### config.mk
export PLATFORM = sky130hd
export DESIGN_NAME = mem_access_unit
export DESIGN_NICKNAME = d
export VERILOG_FILES = /design/src/rtl/mem_access_unit.sv
export SDC_FILE = /design/constraint.sdc
export NUM_CORES = 1
export LEC_CHECK = 0
export CAP_MARGIN = 20
export CORE_AREA = 2 2 163 165
export DETAILED_ROUTE_END_ITERATION = 7
export DIE_AREA = 0 0 165 167
export MAX_ROUTING_LAYER = met4
export PLACE_DENSITY_LB_ADDON = 0.3
export SLEW_MARGIN = 20
export SYNTH_ARGS = -nofsm -noshare
export SYNTH_HDL_FRONTEND = slang
export SYNTH_SLANG_ARGS = --single-unit
### constraint.sdc
create_clock -name clk -period 9.2 [get_ports clk]
set_input_delay 1.38 -clock clk [delete_from_list [all_inputs] [get_ports clk]]
set_output_delay 1.38 -clock clk [all_outputs]
set_load 0.01 [all_outputs]
### src/rtl/mem_access_unit.sv
// Load/store sequencer between the MEM stage and a doubleword memory port.
// Optional MISALIGN_TRAP_EN: trap misaligned accesses instead of force-aligning them.
module mem_access_unit #(
  parameter int unsigned TIMEOUT_CYCLES = 255
) (
  input  logic        clk,
  input  logic        reset,
  input  logic        MemReadM,
  input  logic        MemWriteM,
  input  logic [1:0]  MemTypeM,
  input  logic [63:0] ALUResultM,
  input  logic [63:0] WriteDataM,
  output logic        mem_req,
  output logic        mem_we,
  output logic [63:0] mem_addr,
  output logic [63:0] mem_wdata,
  output logic [7:0]  mem_wstrb,
  input  logic        mem_ack,
  input  logic [63:0] mem_rdata,
  output logic        StallM,
  output logic [63:0] ReadDataM,
  output logic        BusErrM,
  output logic        MisalignM
);

  localparam int unsigned CW_RAW = $clog2(TIMEOUT_CYCLES + 1);
  localparam int unsigned CW     = (CW_RAW > 8) ? CW_RAW : 8;

  typedef enum logic [1:0] {IDLE = 2'd0, BUSY = 2'd1, DONE = 2'd2} state_t;

  state_t        state, state_next;
  logic [CW-1:0] wait_cnt;
  logic [2:0]    offset_raw, offset;
  logic          access_req, trap, start, timeout;
  logic [7:0]    strb_calc;
  logic [63:0]   wdata_calc;
  logic          we_q;
  logic [1:0]    type_q;
  logic [2:0]    off_q;
  logic [63:0]   rdata_shift, load_data;

  assign offset_raw = ALUResultM[2:0];
  assign access_req = MemReadM | MemWriteM;

`ifdef MISALIGN_TRAP_EN
  logic misaligned;

  always_comb begin
    misaligned = 1'b0;
    case (MemTypeM)
      2'b00:   misaligned = 1'b0;
      2'b01:   misaligned = offset_raw[0];
      2'b10:   misaligned = |offset_raw[1:0];
      default: misaligned = |offset_raw;
    endcase
  end

  assign offset = offset_raw;
  assign trap   = access_req & misaligned;
`else
  // Low offset bits dropped so every access lands on its natural boundary.
  always_comb begin
    offset = offset_raw;
    case (MemTypeM)
      2'b00:   offset = offset_raw;
      2'b01:   offset = {offset_raw[2:1], 1'b0};
      2'b10:   offset = {offset_raw[2], 2'b00};
      default: offset = 3'b000;
    endcase
  end

  assign trap = 1'b0;
`endif

  always_comb begin
    strb_calc = 8'h00;
    case (MemTypeM)
      2'b00:   strb_calc = 8'h01 << offset;
      2'b01:   strb_calc = 8'h03 << offset;
      2'b10:   strb_calc = 8'h0F << offset;
      default: strb_calc = 8'hFF;
    endcase
  end

  assign wdata_calc = WriteDataM << {offset, 3'b000};

  assign start   = (state == IDLE) & access_req & ~trap;
  // Ack has priority over an expiring counter in the same cycle.
  assign timeout = (state == BUSY) & ~mem_ack & (wait_cnt == CW'(TIMEOUT_CYCLES - 1));

  always_ff @(posedge clk or posedge reset) begin
    if (reset) state <= IDLE;
    else       state <= state_next;
  end

  always_comb begin
    state_next = state;
    case (state)
      IDLE: begin
        if (access_req) state_next = trap ? DONE : BUSY;
      end
      BUSY: begin
        if (mem_ack || timeout) state_next = DONE;
      end
      DONE:    state_next = IDLE;
      default: state_next = IDLE;
    endcase
  end

  always_comb begin
    mem_req = 1'b0;
    mem_we  = 1'b0;
    StallM  = 1'b0;
    case (state)
      BUSY: begin
        mem_req = 1'b1;
        mem_we  = we_q;
        StallM  = 1'b1;
      end
      IDLE:    StallM = access_req;
      default: ;
    endcase
  end

  assign rdata_shift = mem_rdata >> {off_q, 3'b000};

  always_comb begin
    load_data = rdata_shift;
    case (type_q)
      2'b00:   load_data = {{56{rdata_shift[7]}},  rdata_shift[7:0]};
      2'b01:   load_data = {{48{rdata_shift[15]}}, rdata_shift[15:0]};
      2'b10:   load_data = {{32{rdata_shift[31]}}, rdata_shift[31:0]};
      default: load_data = rdata_shift;
    endcase
  end

  always_ff @(posedge clk or posedge reset) begin
    if (reset) begin
      mem_addr  <= '0;
      mem_wdata <= '0;
      mem_wstrb <= '0;
      we_q      <= 1'b0;
      type_q    <= '0;
      off_q     <= '0;
      wait_cnt  <= '0;
      ReadDataM <= '0;
      BusErrM   <= 1'b0;
    end else begin
      BusErrM <= timeout;
      if (start) begin
        mem_addr  <= {ALUResultM[63:3], 3'b000};
        mem_wdata <= wdata_calc;
        mem_wstrb <= MemWriteM ? strb_calc : 8'h00;
        we_q      <= MemWriteM;
        type_q    <= MemTypeM;
        off_q     <= offset;
        wait_cnt  <= '0;
      end
      if (state == BUSY && !mem_ack) wait_cnt <= wait_cnt + 1'b1;
      if (timeout || (state == IDLE && trap)) ReadDataM <= '0;
      else if (state == BUSY && mem_ack && !we_q) ReadDataM <= load_data;
    end
  end

`ifdef MISALIGN_TRAP_EN
  always_ff @(posedge clk or posedge reset) begin
    if (reset) MisalignM <= 1'b0;
    else       MisalignM <= (state == IDLE) & trap;
  end
`else
  assign MisalignM = 1'b0;
`endif

endmodule
Word-level counts from Yosys, hierarchy flattened
Cells that the tools add are included.
- $add $sub $neg: 1
- reduce and logical (&&, ||, !) cells: 12
- bitwise logic cells: 5
- multipliers: 0
- equal/unequal tests: 8
- $lt $le $gt $ge: 0
- muxes and demuxes: 14
- shift-type cells: 5
- div/mod/pow operators: 0
- operator list (cell ; count):
    $pmux 64 s3 ; 1
    $mux 64 ; 2
    $shl 64x6->64 ; 1
    $shr 64x6->64 ; 1
    $mux 8 ; 3
    $pmux 8 s3 ; 1
    $pmux 3 s3 ; 1
    $add 8x1->8 const B ; 1
    $eq 8x8->1 const B ; 1
    $shl 1x3->8 const A ; 1
    $shl 2x3->8 const A ; 1
    $shl 4x3->8 const A ; 1
    $eq 2x1->1 const B ; 3
    $logic_not 2->1 ; 3
    $eq 2x2->1 const B ; 2
    $mux 2 ; 2
    $pmux 2 s2 ; 1
    $reduce_bool 2->1 ; 2
    $and 1x1->1 ; 3
    $logic_and 1x1->1 ; 3
    $logic_not 1->1 ; 2
    $mux 1 ; 2
    $ne 2x1->1 const B ; 1
    $ne 2x2->1 const B ; 1
    other kinds (5) ; 5
- bits in read-only memories: 0
- input port bits: 199
- bits in registers: 214
- memories: 0
- logic and storage cells: 55
- output and inout port bits: 205
- bits in latches: 0
- RAM bits: 0

Depth between registers and ports, before layout
Gate-level depths: netlist of run 1.
- depth in word-level cells: 6
- depth in mapped cells: 9
- mapped depth without buffers: 7

Least setup slack after synthesis of run 1
Ideal clock, no wire load.
- path type: in2reg
- start point: input port MemTypeM[0]
- end point: register mem_wdata[61]
- cell stages on the path: 8
- arrival: 3239 ps
- required time: 9079 ps
- path slack: 5840 ps
- cell sequence: inv_1 ha_1 and2_1 buf_2 buf_2 mux4_2 a22oi_1 nand2_1
- word-level cells in the longest chain between the ends: 3
- RTL lines (item ; RTL line ; source):
    start: declaration ; 10 ; input logic [1:0] MemTypeM,
    $eq 2x2->1 (tied with other cells) ; 64 ; case (MemTypeM)
    $pmux 3 s3 * ; 64 ;
    $shl 64x6->64 * ; 85 ; assign wdata_calc = WriteDataM << {offset, 3'b000};
    end signal: assignment ; 152 ; mem_wdata <= wdata_calc;
    end: declaration ; 16 ; output logic [63:0] mem_wdata,
Mark *: on every way between the ends. The rest lies on a longest branch, timed or not.
A chain may end at the register's enable or synchronous reset.

Final worst setup path of run 1
- start point: input port MemWriteM
- end point: output port StallM
- word-level cells in the longest chain between the ends: 2
- RTL lines (item ; RTL line ; source):
    start: declaration ; 9 ; input logic MemWriteM,
    $or 1x1->1 ; 43 ; assign access_req = MemReadM | MemWriteM;
    $pmux 1 s2 ; 114 ; case (state)
    end: declaration ; 20 ; output logic StallM,
Every way passes these cells.

==> results of run 1 <==
==> area by class of cell <==
cell class              count  area [um2]  share of cell area (%)
clock buffers              33       685.7                   4.114
clock inverters            10       131.4                  0.7882
inverters                   6       30.03                  0.1802
multi-input cells         830        5926                   35.55
flip-flops and latches    214        5361                   32.17
well taps                 335       419.2                   2.515
repair buffers            415        4114                   24.68
==> per-layer routing <==
layer	track usage [%]	vias to the layer above	wire length (um)
li1	-	4817	-
met1	36.03	5297	15030
met2	47.92	612	19710
met3	6.874	118	3945
met4	13.35	0	2103
met5	-	-	0
==> registers in the layout, indices dropped and copies added (netlist names) <==
| signal | count |
|---|---|
| mem_wstrb | 8 |
| state | 2 |
| wait_cnt | 8 |
| BusErrM | 1 |
| mem_addr | 61 |
| mem_wdata | 64 |
| type_q | 2 |
| ReadDataM | 64 |
| off_q | 3 |
| we_q | 1 |
==> how the worst max path moves through the flow <==
stage,slack [ns],to,startpoint
2_1_floorplan,1.97,BusErrM,reset
3_3_place_gp,4.88,mem_wdata[55],MemWriteM
3_5_place_dp,4.78,mem_wdata[51],MemWriteM
4_1_cts,5.17,StallM,MemWriteM
5_1_grt,5.10,mem_wdata[2],MemTypeM[1]
6_report,5.17,StallM,MemWriteM
==> power by group <==
part	internal (mW)	total [mW]	switching [mW]	leakage, nW
Combinational	1.36	2.64	1.28	3.98
Sequential	1.37	1.71	0.335	2.67
Clock	0.604	1.00	0.396	0.402
Total	3.34	5.35	2.01	7.06
==> kinds of logic (layout without fill, tap and decap cells) <==
| group | count (synthesis) | in the layout |
|---|---|---|
| simple gates | 403 | 403 |
| compound gates | 247 | 247 |
| flops | 214 | 214 |
| mux | 167 | 167 |
| buf+inv | 101 | 464 |
| fa+ha+maj | 8 | 8 |
| other cells | 1 | 4 |
| xor+xnor | 1 | 1 |
==> cells in the mapped netlist, drive strengths merged, types with 4 or more instances <==
master / instances
nand2b: 14
a21oi: 23
clkbuf: 60
buf: 35
ha: 8
nor2: 47
dfrtp: 214
mux2: 17
nor3: 15
a22oi: 8
a211o: 6
a221oi: 8
a22o: 57
nor2b: 5
o211ai: 4
mux4: 51
nand3: 10
o2bb2ai: 9
o21ai: 79
inv: 6
o22ai: 16
mux2i: 99
nand2: 285
a221o: 23
and2: 14
==> worst max-delay path, delay by kind of cell <==
| family | cells | cell delay, ns |
|---|---|---|
| buffers and inverters | 2 | 1.11 |
| and+or+nand+nor | 2 | 0.15 |
==> flow_summary.ini, run 1 <==
[logic_synthesis]
synth_area_leaders = dfrtp_1, mux4_2, nand2_1, mux2i_1, a22o_1
yosys.area.top_type = dfrtp_1
ys_warn_count = 0
syn_area_mm2 = 0.01169
yosys.area_share.simple_pct = 14.44
synthMuxAreaShare_pct = 19.95
synth_cells = 1142
synth_top_area_share_pct = 45.82
avgSynthCellArea_um2 = 10.23
synth_xor_area_share_pct = 0.07495
synth_edf_count = 0
ys_ff_latch = 214
ys_types = 55
yosys.area_share.adder_pct = 0.8565
synth_ff_type = dfrtp_1
synth_top_family_by_area = multiplexers
synth_compound_area_share_pct = 14.97
synthArstFlopShare_pct = 100.0
seq_area_frac_synth_pct = 45.82

[finish]
fin_area_mm2 = 0.01667
stdcell_count = 1843
final_cell_mix = clkdlybuf4s50_1, nand2_1, dfrtp_1
layout-drive-gt1-share_pct = 9.284
num_antenna_cells = 0
synthToLayoutAreaGrowth_pct = 42.62
nets = 1698
fill_cells = 2048
utilization_pct = 64.69
final_common_cell = clkdlybuf4s50_1

[worst_setup_path]
max_stage_delay_ns = 0.58
end_kind = output pin
crit_chain = clkdlybuf4s50_1 -> nor3_1 -> nor2_1 -> clkdlybuf4s50_1
worstPathMaxFanout = 5
crit_top_cell = clkdlybuf4s50_1
worstSetupStartpointType = primary input
r2r_cells = 6
cp.arrival_ns = 2.65
crit_type = primary input to output pin
worstReg2RegEnd = ReadDataM[60]
timing.rr.start = off_q[1]
cpMaxStageDelayCell = clkdlybuf4s50_1
worstPathRequired_ns = 7.82
worst-r2r-setup-slack_ns = 6.22

[die]
die_h_um = 167
die_x_um = 165
start_util_pct = 45.36
dieArea_mm2 = 0.02756
placeableCoreArea_mm2 = 0.02576
num_rows = 59
io_pins = 404

[clock_network]
cts_setup_buffers = 0
clkSlewWorstSetupHoldPaths_ns = 0.06
clockBufferDepth = 3
cts.htree.levels = 1
cts_inserted_buffers = 24
clock_sinks = 214
clock-root-buffer = clkbuf_16
clk_latency_ns = 0.53
cts_tree = done
cts_resized = 0
ctsHoldBuffers = 0

[power]
p_total_mw = 5.355
power_leakage_nw = 7.060
pwr_density_cell_mw_per_mm2 = 321.3
irDropWorstVdd_mv = 0.2227

[sta]
rsz0062_at_grt = no
setup_viol = 0
layout_setup_ws_ns = 5.172
maxSlewViolCount = 0
fin_skew_ns = 0.02093
slew_headroom_pct = 29.26
post-route-min-period_ns = 4.028
tns_ns = 0
min_period_over_period_pct = 43.78
worst_pin_slew_ns = 1.061
holdWs_ns = 0.4716
max_freq_mhz = 248.3
hold_viol = 0

[grt]
antenna_found_initial = 0
grt_usage_pct = 29.93
grt_pass1_wl_um = 61790
overflow = 0
grt_max_degree = 92
grt_pass1_vias = 10850

[routing]
wl_per_cell_um = 22.13
num_vias = 10840
drtIter0Drc = 1260
routed_via_density = 5.884
ant_nets = 0
drt-total-wl_um = 40790
dr.pass1.iters = 7
drc = 0

[placement]
port_buffers = 399
dp_cells = 1800
place_congestion = 0.9414
dp_slack_ns = 4.782
hpwl_um = 29750
dpl_cell_area_mm2 = 0.01585

[min_path]
min_to = mem_addr[54]
hold_class = flip-flop to flip-flop
hold_depth = 2
holdCritStartpoint = mem_addr[54]

[job]
cap_violations = 0

[run_status]
outcome = complete, no violations
Power figures use the tool's default switching activity.
==> run 2: changes to the inputs <==
--- a/config.mk
+++ b/config.mk
@@ -6,9 +6,9 @@
 export NUM_CORES = 1
 export LEC_CHECK = 0
 export CAP_MARGIN = 20
-export CORE_AREA = 2 2 163 165
+export CORE_AREA = 2 2 170 172
 export DETAILED_ROUTE_END_ITERATION = 7
-export DIE_AREA = 0 0 165 167
+export DIE_AREA = 0 0 172 174
 export MAX_ROUTING_LAYER = met4
 export PLACE_DENSITY_LB_ADDON = 0.3
 export SLEW_MARGIN = 20
==> constraint.sdc (replaced) <==
create_clock -name clk -period 3.25 [get_ports clk]
set_input_delay 0.4875 -clock clk [delete_from_list [all_inputs] [get_ports clk]]
set_output_delay 0.4875 -clock clk [all_outputs]
set_load 0.01 [all_outputs]
==> flow_summary.ini, run 2 (synthesized netlist as in run 1, its figures left out) <==
[clock_network]
ctsHoldBuffers = 0
cts_tree = done
clockBufferDepth = 3
cts.htree.levels = 1
cts_setup_buffers = 0
clock_sinks = 214
cts_resized = 0
clk_latency_ns = 0.53
cts_inserted_buffers = 23
clock-root-buffer = clkbuf_16
clkSlewWorstSetupHoldPaths_ns = 0.07

[routing]
drt-total-wl_um = 41980
num_vias = 10860
dr.pass1.iters = 5
drc = 0
wl_per_cell_um = 22.01
drtIter0Drc = 890
ant_nets = 0
routed_via_density = 5.695

[die]
dieArea_mm2 = 0.02993
die_x_um = 172
io_pins = 404
start_util_pct = 41.39
num_rows = 62
placeableCoreArea_mm2 = 0.02824
die_h_um = 174

[worst_setup_path]
crit_chain = clkdlybuf4s50_1 -> inv_1 -> ha_1 -> nor2_1 -> nor2_4 -> mux4_2 -> and2_1 -> a221o_1
max_stage_delay_ns = 0.74
end_kind = flip-flop
worstPathRequired_ns = 3.66
cp_num_buf_inv = 2
worstSetupStartpointType = primary input
cp.arrival_ns = 3.10
cpMaxStageDelayCell = nor2_4
cp_top_family = simple AND/OR/NAND/NOR gates
crit_type = primary input to flip-flop
worstPathMaxFanout = 34

[power]
p_total_mw = 15.25
power_leakage_nw = 7.160
irDropWorstVdd_mv = 0.4331
pwr_density_cell_mw_per_mm2 = 901.1

[placement]
port_buffers = 399
place_congestion = 0.9704
hpwl_um = 31130
dpl_cell_area_mm2 = 0.01611

[grt]
grt_max_degree = 83
grt_pass1_wl_um = 63540
grt_usage_pct = 28.41
overflow = 0
grt_pass1_vias = 10910
antenna_found_initial = 1

[finish]
top_regs = ReadDataM: 64 flops, mem_wdata: 64 flops, mem_addr: 61 flops
regArea_mm2 = 0.005361
layout-drive-gt1-share_pct = 10.12
fin_area_mm2 = 0.01693
final_cell_mix = clkdlybuf4s50_1, nand2_1, dfrtp_1
nets = 1712
multi_input_area_mm2 = 0.005926
final_common_cell = clkdlybuf4s50_1
fill_cells = 2360
utilization_pct = 59.95
synthToLayoutAreaGrowth_pct = 44.85

[sta]
slew_headroom_pct = 37.25
min_period_over_period_pct = 82.84
maxSlewViolCount = 0
hold_viol = 0
post-route-min-period_ns = 2.692
setup_viol = 0
worst_pin_slew_ns = 0.9390
rsz0062_at_grt = no
max_freq_mhz = 371.4
fin_skew_ns = 0.01261

[min_path]
hold_class = primary input to asynchronous set/reset pin

[run_status]
outcome = complete, no violations

[job]
cap_violations = 0
run 2: cell types whose count changed in the layout (fill, tap and decap cells not counted), sizes merged:
cell and change:
clkbuf -2, buf +15, bufinv +1, diode +1
run 2: final timing paths:
path	start	end	slack (ns)	depth (start not counted)
max in group asynchronous	reset	mem_wdata[49]	2.16	3
setup reg to reg	off_q[2]	ReadDataM[32]	0.75	6
hold / removal	reset	wait_cnt[4]	0.30	2
setup / recovery	MemTypeM[0]	mem_wdata[54]	0.56	8
hold reg to reg	mem_addr[29]	mem_addr[29]	0.47	2
min in group clk	mem_addr[29]	mem_addr[29]	0.47	2
run 2: worst register-to-register path, delay by kind of cell (launching register included):
family	cells	cell delay, ns
flops	1	0.70
buf+inv	2	0.76
compound gates	4	0.94
run 2: layout make-up:
cell class	instances	area share [%]
diodes	1	0.01478
clock buffers	31	3.755
clock inverters	11	1.072
inverters	6	0.1552
multi-input cells	830	35.01
flip-flops and latches	214	31.67
well taps	384	2.838
repair buffers	430	25.49
run 2: stage by stage:
stage / hold WS (ns) / TNS, ns / setup slack, ns / cells
after global placement: 0.4531 / 0 / 0.1019 / 1864
after detailed placement: 0.4612 / 0 / 0.02495 / 1864
after global routing: 0.3119 / 0 / 0.3639 / 1907
final: 0.3032 / 0 / 0.5578 / 1907
after CTS: 0.2993 / 0 / 0.5885 / 1906
after floorplan: 0.4519 / -4.634 / -0.02166 / 1145
run 2: where the power goes:
part	total [mW]	switching, mW	internal [mW]
combinational	7.56	3.64	3.92
sequential	4.84	0.948	3.89
clock	2.85	1.14	1.71
run 2: per-layer routing:
layer | GRT usage, % | wire length (um) | vias up
met5 | - | 0 | -
met4 | 11.80 | 1886 | 0
met3 | 6.193 | 3523 | 100
met2 | 45.87 | 20410 | 547
met1 | 34.48 | 16150 | 5359
li1 | - | - | 4854
==> run 3: changes to the inputs <==
--- a/config.mk
+++ b/config.mk
@@ -6,9 +6,9 @@
 export NUM_CORES = 1
 export LEC_CHECK = 0
 export CAP_MARGIN = 20
-export CORE_AREA = 2 2 170 172
+export CORE_AREA = 2 2 163 165
 export DETAILED_ROUTE_END_ITERATION = 7
-export DIE_AREA = 0 0 172 174
+export DIE_AREA = 0 0 165 167
 export MAX_ROUTING_LAYER = met4
 export PLACE_DENSITY_LB_ADDON = 0.3
 export SLEW_MARGIN = 20
==> constraint.sdc (replaced) <==
create_clock -name clk -period 2.5 [get_ports clk]
set_input_delay 0.375 -clock clk [delete_from_list [all_inputs] [get_ports clk]]
set_output_delay 0.375 -clock clk [all_outputs]
set_load 0.01 [all_outputs]
==> flow_summary.ini, run 3 (synthesized netlist as in run 1, its figures left out) <==
[run_status]
outcome = complete, no violations

[worst_setup_path]
cp.arrival_ns = 1.93
worstSetupStartpointType = flip-flop
r2r_cells = 6
worstPathMaxFanout = 5
crit_chain = nor2b_1 -> and2_1 -> clkdlybuf4s50_1
cpMaxStageDelayCell = clkdlybuf4s50_1
end_kind = output pin
cp_num_buf_inv = 1
worstReg2RegEnd = ReadDataM[32]
crit_type = flip-flop to output pin
worst-r2r-setup-slack_ns = 0.42
max_stage_delay_ns = 0.52
worstPathRequired_ns = 2.12
cp_top_family = buffers and inverters
timing.rr.start = off_q[0]

[clock_network]
cts_inserted_buffers = 24
cts_setup_buffers = 0
clockBufferDepth = 3
cts_resized = 0
clkSlewWorstSetupHoldPaths_ns = 0.06
cts_tree = done
clock_sinks = 214
clock-root-buffer = clkbuf_16
ctsHoldBuffers = 0
cts.htree.levels = 1
clk_latency_ns = 0.53

[die]
io_pins = 404
die_x_um = 165
start_util_pct = 45.36
num_rows = 59
die_h_um = 167
placeableCoreArea_mm2 = 0.02576
dieArea_mm2 = 0.02756

[sta]
worst_pin_slew_ns = 0.8666
slew_headroom_pct = 42.02
maxSlewViolCount = 0
setup_viol = 0
fin_skew_ns = 0.01671
max_freq_mhz = 434.6
layout_setup_ws_ns = 0.1992
holdWs_ns = 0.1904
hold_viol = 0
post-route-min-period_ns = 2.301
rsz0062_at_grt = no
min_period_over_period_pct = 92.03

[finish]
fin_area_mm2 = 0.01742
fill_cells = 2024
final_common_cell = clkdlybuf4s50_1
layout-drive-gt1-share_pct = 13.51
synthToLayoutAreaGrowth_pct = 49.03
stdcell_count = 1914
final_cell_mix = clkdlybuf4s50_1, nand2_1, dfrtp_1
top_regs = ReadDataM: 64 flops, mem_wdata: 64 flops, mem_addr: 61 flops
nets = 1767

[min_path]
hold_class = primary input to asynchronous set/reset pin

[placement]
dpl_cell_area_mm2 = 0.01655
dp_slack_ns = -0.2001
port_buffers = 399
hpwl_um = 32090
place_congestion = 0.9504
dp_cells = 1869

[routing]
drt-total-wl_um = 42880
drc = 0
ant_nets = 0
drtIter0Drc = 1058
wl_per_cell_um = 22.40
dr.pass1.iters = 6
num_vias = 11040
routed_via_density = 5.769

[job]
cap_violations = 0

[grt]
grt_max_degree = 117
antenna_found_initial = 2
grt_usage_pct = 31.72
grt_pass1_vias = 11410
grt_pass1_wl_um = 65710
overflow = 0

[power]
power_leakage_nw = 7.484
pwr_density_cell_mw_per_mm2 = 1162
irDropWorstVdd_mv = 0.7250
run 3: changes by cell type in the layout (fill, tap and decap cells not counted):
| cell | previous run | this run |
|---|---|---|
| clkinv_4 | 3 | 0 |
| buf_4 | 24 | 70 |
| clkbuf_16 | 23 | 24 |
| clkbuf_8 | 3 | 6 |
| clkinv_8 | 0 | 1 |
| diode_2 | 1 | 2 |
| buf_12 | 7 | 15 |
| inv_16 | 1 | 0 |
| clkbuf_1 | 5 | 1 |
| clkinv_2 | 3 | 7 |
run 3: report_power, final:
part	total [mW]	internal (mW)	switching, mW	leakage [nW]
clock	3.82	2.35	1.48	0.431
combinational	10.2	5.28	4.93	4.38
sequential	6.20	5.06	1.14	2.67
total	20.2	12.7	7.54	7.48
run 3: area by class of cell:
| class | count | area, um2 | share of cell area [%] |
|---|---|---|---|
| Antenna cell | 2 | 5.005 | 0.02874 |
| Clock buffer | 31 | 686.9 | 3.944 |
| Clock inverter | 12 | 171.4 | 0.9843 |
| Inverter | 6 | 26.28 | 0.1509 |
| Multi-Input combinational cell | 830 | 5926 | 34.03 |
| Sequential cell | 214 | 5361 | 30.79 |
| Tap cell | 335 | 419.2 | 2.407 |
| Timing Repair Buffer | 484 | 4820 | 27.67 |
run 3: layer usage:
layer | track usage [%] | up-vias | share of wire, %
met5 | - | - | 0
met4 | 10.96 | 0 | 3.6
met3 | 6.600 | 93 | 8.6
met2 | 53.24 | 563 | 50
met1 | 37.76 | 5428 | 38
li1 | - | 4958 | -
run 3: worst max-delay path by stage:
stage | start | to | slack, ns | cells past startpoint
2_1_floorplan | reset | BusErrM | -0.66 | 1
3_3_place_gp | MemTypeM[0] | mem_wstrb[5] | -0.19 | 10
3_5_place_dp | MemTypeM[0] | mem_wdata[53] | -0.20 | 8
4_1_cts | state[0] | mem_we | 0.17 | 3
5_1_grt | state[0] | mem_we | 0.10 | 3
6_report | state[0] | mem_we | 0.20 | 3
run 3: metrics by stage:
step / TNS [ns] / power [mW] / utilization [%]
6_report: 0 / 20.24 / 67.60
5_1_grt: 0 / 21.35 / 67.60
4_1_cts: 0 / 20.31 / 67.58
3_5_place_dp: -5.901 / 16.39 / 64.25
3_3_place_gp: -5.066 / 16.19 / 64.25
2_1_floorplan: -141.06 / 11.07 / -
